`config.mk`:
```
export PLATFORM = sky130hd
export DESIGN_NAME = mac_operand_sequencer
export DESIGN_NICKNAME = d
export VERILOG_FILES = /design/src/rtl/mma_pkg.sv /design/src/rtl/operand_regfile.sv /design/src/rtl/mac_operand_sequencer.sv
export SDC_FILE = /design/constraint.sdc
export NUM_CORES = 1
export LEC_CHECK = 0
export ABC_AREA = 1
export CAP_MARGIN = 0
export CORE_MARGIN = 2
export CORE_UTILIZATION = 53
export DETAILED_ROUTE_END_ITERATION = 16
export HOLD_SLACK_MARGIN = 0.1
export PLACE_DENSITY = 0.8
export SETUP_SLACK_MARGIN = 0.4
export SLEW_MARGIN = 10
export SYNTH_ARGS = -nofsm -noshare
export SYNTH_HDL_FRONTEND = slang
export SYNTH_SLANG_ARGS = --single-unit
```
`constraint.sdc`:
```
create_clock -name clk -period 2.1 [get_ports clk]
set_clock_uncertainty 0.15 [all_clocks]
set_input_delay 0.315 -clock clk [delete_from_list [all_inputs] [get_ports clk]]
set_output_delay 0.315 -clock clk [all_outputs]
set_load 0.005 [all_outputs]
```
`src/rtl/mma_pkg.sv`:
```
// rtl/mma_pkg.sv - shared constants and types for the matrix-multiply accelerator
package mma_pkg;

    localparam int OP_W  = 4;
    localparam int ACC_W = 10;

    localparam logic SEL_A = 1'b0;
    localparam logic SEL_B = 1'b1;

    typedef enum logic [2:0] {
        IDLE,
        CLEAR,
        FEED,
        CAPTURE,
        HOLD
    } seq_state_e;

endpackage

```
`src/rtl/operand_regfile.sv`:
```
// rtl/operand_regfile.sv - N-entry operand store with one write port and a combinational read
module operand_regfile #(
    parameter int N     = 4,
    parameter int OP_W  = 4,
    parameter int IDX_W = 2
) (
    input  logic             clk,
    input  logic             rst,
    input  logic             wr_en,
    input  logic [IDX_W-1:0] wr_idx,
    input  logic [OP_W-1:0]  wr_data,
    input  logic [IDX_W-1:0] rd_idx,
    output logic [OP_W-1:0]  rd_data
);

    logic [OP_W-1:0] mem_q [N];

    // Indices at or beyond N address nothing: writes drop, reads return zero.
    always_ff @(posedge clk or posedge rst) begin
        if (rst) begin
            for (int i = 0; i < N; i++) begin
                mem_q[i] <= '0;
            end
        end else if (wr_en && (int'(wr_idx) < N)) begin
            mem_q[wr_idx] <= wr_data;
        end
    end

    always_comb begin
        rd_data = '0;
        if (int'(rd_idx) < N) begin
            rd_data = mem_q[rd_idx];
        end
    end

endmodule

```
`src/rtl/mac_operand_sequencer.sv`:
```
// rtl/mac_operand_sequencer.sv - streams an A row and B column into one MAC and returns the dot product
// Optional shadow result check enabled by SEQ_SHADOW_CHECK_EN (adds res_err).
module mac_operand_sequencer #(
    parameter int N     = 4,
    parameter int OP_W  = mma_pkg::OP_W,
    parameter int ACC_W = mma_pkg::ACC_W,
    parameter int IDX_W = 2
) (
    input  logic             clk,
    input  logic             rst,
    input  logic             wr_en,
    input  logic             wr_sel,
    input  logic [IDX_W-1:0] wr_idx,
    input  logic [OP_W-1:0]  wr_data,
    input  logic             start,
    output logic             busy,
    output logic [OP_W-1:0]  mac_w,
    output logic [OP_W-1:0]  mac_x,
    output logic             mac_load,
    output logic             mac_clear,
    input  logic [ACC_W-1:0] mac_acc,
    output logic             res_valid,
    input  logic             res_ready,
`ifdef SEQ_SHADOW_CHECK_EN
    output logic             res_err,
`endif
    output logic [ACC_W-1:0] res_data
);
    import mma_pkg::*;

    localparam logic [IDX_W-1:0] K_LAST = IDX_W'(N - 1);

    seq_state_e       state_q, state_d;
    logic [IDX_W-1:0] k_q, k_d;
    logic             busy_q, busy_d;
    logic [OP_W-1:0]  mac_w_q, mac_w_d;
    logic [OP_W-1:0]  mac_x_q, mac_x_d;
    logic             mac_load_q, mac_load_d;
    logic             mac_clear_q, mac_clear_d;
    logic             res_valid_q, res_valid_d;
    logic [ACC_W-1:0] res_data_q, res_data_d;
    logic             idle_wr;
    logic [OP_W-1:0]  a_rd, b_rd;

    assign idle_wr = wr_en && (state_q == IDLE);

    // Read by next-state index so the registered operands line up with the FEED cycle.
    operand_regfile #(.N(N), .OP_W(OP_W), .IDX_W(IDX_W)) u_a_regs (
        .clk     (clk),
        .rst     (rst),
        .wr_en   (idle_wr && (wr_sel == SEL_A)),
        .wr_idx  (wr_idx),
        .wr_data (wr_data),
        .rd_idx  (k_d),
        .rd_data (a_rd)
    );

    operand_regfile #(.N(N), .OP_W(OP_W), .IDX_W(IDX_W)) u_b_regs (
        .clk     (clk),
        .rst     (rst),
        .wr_en   (idle_wr && (wr_sel == SEL_B)),
        .wr_idx  (wr_idx),
        .wr_data (wr_data),
        .rd_idx  (k_d),
        .rd_data (b_rd)
    );

    always_comb begin
        state_d = state_q;
        k_d     = '0;
        unique case (state_q)
            IDLE:    if (start) state_d = CLEAR;
            CLEAR:   state_d = FEED;
            FEED: begin
                if (k_q == K_LAST) begin
                    state_d = CAPTURE;
                end else begin
                    k_d = k_q + 1'b1;
                end
            end
            CAPTURE: state_d = HOLD;
            HOLD:    if (res_valid_q && res_ready) state_d = IDLE;
            default: state_d = IDLE;
        endcase
    end

    // Every output is a register decoded from the state being entered.
    always_comb begin
        busy_d      = (state_d != IDLE);
        mac_clear_d = (state_d == CLEAR);
        mac_load_d  = (state_d == FEED);
        mac_w_d     = mac_load_d ? a_rd : '0;
        mac_x_d     = mac_load_d ? b_rd : '0;
        res_valid_d = (state_d == HOLD);
        res_data_d  = (state_q == CAPTURE) ? mac_acc : res_data_q;
    end

    always_ff @(posedge clk or posedge rst) begin
        if (rst) begin
            state_q     <= IDLE;
            k_q         <= '0;
            busy_q      <= 1'b0;
            mac_w_q     <= '0;
            mac_x_q     <= '0;
            mac_load_q  <= 1'b0;
            mac_clear_q <= 1'b0;
            res_valid_q <= 1'b0;
            res_data_q  <= '0;
        end else begin
            state_q     <= state_d;
            k_q         <= k_d;
            busy_q      <= busy_d;
            mac_w_q     <= mac_w_d;
            mac_x_q     <= mac_x_d;
            mac_load_q  <= mac_load_d;
            mac_clear_q <= mac_clear_d;
            res_valid_q <= res_valid_d;
            res_data_q  <= res_data_d;
        end
    end

    assign busy      = busy_q;
    assign mac_w     = mac_w_q;
    assign mac_x     = mac_x_q;
    assign mac_load  = mac_load_q;
    assign mac_clear = mac_clear_q;
    assign res_valid = res_valid_q;
    assign res_data  = res_data_q;

`ifdef SEQ_SHADOW_CHECK_EN
    localparam int SH_W = ACC_W + 1;

    logic [SH_W-1:0] shadow_q, shadow_d;
    logic            res_err_q, res_err_d;

    // Mirrors the MAC from the operands actually driven, so a swapped or dropped lane shows up.
    always_comb begin
        shadow_d  = shadow_q;
        res_err_d = res_err_q;
        if (state_q == CLEAR) begin
            shadow_d = '0;
        end else if (state_q == FEED) begin
            shadow_d = shadow_q + SH_W'(mac_w_q) * SH_W'(mac_x_q);
        end
        if (state_q == CAPTURE) begin
            res_err_d = (shadow_q != {1'b0, mac_acc});
        end
    end

    always_ff @(posedge clk or posedge rst) begin
        if (rst) begin
            shadow_q  <= '0;
            res_err_q <= 1'b0;
        end else begin
            shadow_q  <= shadow_d;
            res_err_q <= res_err_d;
        end
    end

    assign res_err = res_err_q;
`endif

endmodule

```
# After elaboration in Yosys (flattened, before gate mapping)
# Cells that the tools add are included.
# classes
add_sub_neg,1
magnitude_cmp,3
eq_ne,8
mux,18
n_bitwise,3
n_reduce_logical,7
# op_table
cell,n
bitwise mux 16 bit,2
2-to-1 mux 4 bit,7
binary-select mux 4 bit (select 2 bit),2
case mux 3 bit (5 select lines),1
== test 3 x 2 -> 1 bit (second input constant),3
2-to-1 mux 3 bit,3
demux 4 bit (select 2 bit),1
== test 3 x 1 -> 1 bit (second input constant),2
== test 3 bit (second input constant),2
>= comparator 3 bit (second input constant),2
inverter 2 -> 3 bit,2
logical AND 1 bit,5
2-to-1 mux 2 bit,2
logical NOT 3 bit,1
less-than comparator 3 x 1 -> 1 bit (second input constant),1
nonzero test 3 bit,1
adder 2 x 1 -> 2 bit (second input constant),1
== test 2 bit (second input constant),1
inverter 1 bit,1
# word_totals
register_bits,59
output_inout_bits,22
wordCells,57

# Depth between registers and ports, before layout
# depth
ltp_word,8
mapped_depth,7
ltp_nobuf,7

# Cells and area by module
# Synthesis repeated with hierarchy kept, for this count alone.
# hier_totals
cells_unflattened,344
area_unflattened_um2,2816.5
# modules_own_cells
mod,n_inst,cells_each,area_each_um2,seq_area_each_um2
operand_regfile,2,120,883.3,400.4
mac_operand_sequencer,1,104,1049.8,675.6

# Worst setup path after synthesis
# No wires, ideal clock.
# synth_path
path_kind,reg2reg
start,reg k_q[0]
end,"reg mac_x_q[2], in the netlist mac_x[2]"
setup_time_ps,73
arrival_time_ps,1392
required_ps,1877
setup_slack_ps,485
path_stages_with_launch,8
n_path_buf,1
synth_period_minus_slack_ps,1615
path_cell_list,dfrtp_1 ha_1 nor2_4 nand3_2 buf_6 nand2_1 nand3_1 a21oi_2
# synth_between
elab_chain_len,8
word_cells_on_any_way,12
# synth_lines
item,line,source
start: declaration,mac_operand_sequencer.sv:34,"logic [IDX_W-1:0] k_q, k_d;"
start signal: assignment,mac_operand_sequencer.sv:111,k_q <= k_d;
adder 2 x 1 -> 2 bit or == test 2 bit (tied branches),"mac_operand_sequencer.sv:78, mac_operand_sequencer.sv:75",
2-to-1 mux 2 bit,mac_operand_sequencer.sv:75,if (k_q == K_LAST) begin
2-to-1 mux 2 bit,mac_operand_sequencer.sv:71,unique case (state_q)
inverter 2 -> 3 bit (not written as such),operand_regfile.sv:32,rd_data = mem_q[rd_idx];
binary-select mux 4 bit (select 2 bit),operand_regfile.sv:32,
2-to-1 mux 4 bit (not written as such) (2 in a row),operand_regfile.sv:32,
2-to-1 mux 4 bit (*),mac_operand_sequencer.sv:93,mac_x_d = mac_load_d ? b_rd : '0;
via mac_x_d[2],mac_operand_sequencer.sv:37,"logic [OP_W-1:0] mac_x_q, mac_x_d;"
end signal: assignment,mac_operand_sequencer.sv:114,mac_x_q <= mac_x_d;
end: declaration,mac_operand_sequencer.sv:37,
# The timed path passes the listed nets; every way through them passes the cells marked *. The select of a mux whose other input is x is not followed.
# A chain may end at the register's enable or synchronous reset.

# Final worst setup path
# layout_path
start,"reg res_data_q[8], in the netlist res_data[8]"
end,out res_data[8]
# layout_rtl
item,line,source
start: declaration,mac_operand_sequencer.sv:41,"logic [ACC_W-1:0] res_data_q, res_data_d;"
start signal: assignment,mac_operand_sequencer.sv:118,res_data_q <= res_data_d;
end: declaration,mac_operand_sequencer.sv:27,output logic [ACC_W-1:0] res_data
# No word-level cell between the ends.

==> metrics.txt <==
run status=completed; Relative slew margins=76.92%; Pwr Density=between 1500 and 2000 nW/um^2; initial antenna violation count=0; die span in x=74.51 um; port bufs=43; Synth Area in Adders=0.4748%; setup TNS=0 ps; CP startpoint kind=flip-flop; filler instances=369; Clock Root Buffer=clkbuf_8; Num CTS Buffers=9; worst reg2reg endpoint=mac_x[0]; xor/xnor share of the synthesized area=0%; Cell Area, Synth=2635 um^2; YS warnings=0; routed wire length=5.537 mm; CP top delay family=buffers and inverters; post-synthesis compound-gate area fraction=between 7 and 8%; Max rail drop VDD=around 0.65 mV; R2R cell count=8; Ant. Diodes=0; DP Wirelength=3.620 mm; final setup violation count=0; global route overflow=0; largest net degree at the start of global routing=60; Pleak=between 1.5 and 2 nW; die footprint=5552 um^2; std cell rows=25; clock transition at the registers of the reported paths=roughly 60 ps; Slowest cell on crit path=clkdlybuf4s50_1; Hold/Removal Path Class=primary input to asynchronous set/reset pin; CP Buf/Inv Count=1; Seq/Total Area, Yosys=56.03%; vias in the first global route=1825; syn_area_per_cell=9.479 um^2; largest family of logic cells by synthesized area=simple AND/OR/NAND/NOR gates; first-pass GRT wire length=slightly below 9 mm; final net count=360; DRC Markers=0; commonest non-fill, non-tap cell in the layout=nand2_1; flop2flop setup slack=460 ps; CP Capture Type=output pin; MaxCap Viol Count=0; GRT Resource Usage Total=approximately 21%; drt via density=approximately 5; actual slew at the worst max-slew pin=345.0 ps; First-pass DRT Iterations=5; CTS tree=yes; clk sinks=59; Critical Path AT=around 1200 ps; wire per inst=13.60 um; Clock Latency Late Sink=roughly 340 ps; critical path peak fanout=2; post-route insts no fill=407; clk buf depth=2; Final min period=roughly 1600 ps; area grow syn2layout=29.15%; mux contribution to synthesized area=5.413%; maximum clock rate=606.7 MHz; Crit path depth=1; Die Y=74.51 um; Initial Util=55.42%; Final Slew Violations=0; CTS H-tree depth=3; CP Cell Sequence=clkdlybuf4s50_1; via count=2051; Unique masters post-synth=22; Hold Vio Cnt, Final=0; Post-Synth Simple-Gate Area=22.36%; unrepaired setup endpoints after global routing=false; Req. time, crit path=1630 ps; max incr delay on CP=between 500 and 600 ps; GP Congestion=0.8313; share of cells above drive strength 1=approximately 18%; Routed Antenna Nets=0; I/O pin count=44; Initial DRC Count=about 120; Post-Syn Nets=301; launch point of the worst reg-to-reg path=k_q[0]; Core Footprint=4755 um^2; Final period util=78.49%; Crit Path Category=flip-flop to output pin; Cells after DPL=384; Mapped Cells=278; synthesis-stage register bit count=59; commonest cells after routing, fill and taps aside=nand2_1 (62), dfrtp_1 (58), clkdlybuf4s50_1 (43)
## through the flow
step                      total power [W]  instance area (um^2)  worst slack, ps  util, %  hold slack, ps
after CTS                        0.004921                  3312            405.5    69.66           275.3
after floorplan                  0.003334                  2639            485.3        -           264.6
after global placement           0.003892                  3120            314.6    65.63           321.4
final                            0.005128                  3403            451.7    71.58           257.7
after global routing             0.005523                  3403            386.6    71.58           298.9
after detailed placement         0.003962                  3120            268.6    65.63           327.2
## layer usage
metal	routed length (um)	share of wire [%]	global-route usage, %	up-vias
li1	-	-	-	1002
met1	2434	44	29.27	959
met2	2604	47	31.96	84
met3	430	7.8	5.014	6
met4	69	1.2	11.31	0
met5	0	0	0	-
## layout make-up
| type | count | area (um^2) | area share [%] |
|---|---|---|---|
| Sequential cell | 59 | 1480 | 43.49 |
| Multi-Input combinational cell | 174 | 991.0 | 29.12 |
| Timing Repair Buffer | 51 | 519.2 | 15.26 |
| Inverter | 42 | 161.4 | 4.743 |
| Clock buffer | 12 | 155.1 | 4.559 |
| Tap cell | 67 | 83.83 | 2.463 |
| Clock inverter | 2 | 12.51 | 0.3676 |
## worst max-delay path by stage
stage | from | endpoint | slack [ps]
3_3_place_gp | k_q[0] | mac_x[3] | 310
6_report | res_data[8] | res_data[8] | 450
4_1_cts | k_q[0] | mac_x[0] | 410
2_1_floorplan | k_q[0] | mac_x[2] | 490
3_5_place_dp | k_q[0] | mac_w[3] | 270
5_1_grt | state_q[2] | u_a_regs.mem_q[13] | 390
## cells by family after synthesis
family / Yosys count
adders and majority gates: 1
muxes: 10
AOI/OAI and AO/OA: 40
and+or+nand+nor: 121
buffers and inverters: 47
DFF: 59
## sequential cells by signal, indices dropped and copies added (netlist names)
| name | cells |
|---|---|
| mac_w | 4 |
| u_b_regs.mem_q | 16 |
| k_q | 2 |
| mac_load | 1 |
| res_data | 10 |
| busy | 1 |
| u_a_regs.mem_q | 16 |
| state_q | 3 |
| res_valid | 1 |
| mac_x | 4 |
| mac_clear | 1 |
## what timing repair did
action                     CTS  global route
resized for setup            2             5
pin swaps                    2             2
setup endpoints to repair   33             8
buffers inserted             2             5
hold buffers                 0             0
gates cloned                 0             2
## synth_stat cells (all sizes together)
| master | instances | area share (%) |
|---|---|---|
| nand2 | 73 | 12 |
| dfrtp | 59 | 56 |
| inv | 42 | 6.0 |
| o21ai | 32 | 6.1 |
| nor2 | 25 | 4.8 |
| nand3 | 14 | 3.4 |
| mux2 | 10 | 5.4 |
| a21oi | 8 | 1.7 |
| nand4 | 8 | 1.9 |
| buf | 5 | 2.0 |
| ha | 1 | 0.47 |
| nor3 | 1 | 0.62 |
## report_power, final
part | switching, W | total (W) | internal [W]
Clock | 0.000407 | 0.000884 | 0.000477
Combinational | 0.00118 | 0.00228 | 0.00110
Sequential | 0.000301 | 0.00197 | 0.00167
Total | 0.00188 | 0.00513 | 0.00324
Power figures use the tool's default switching activity.
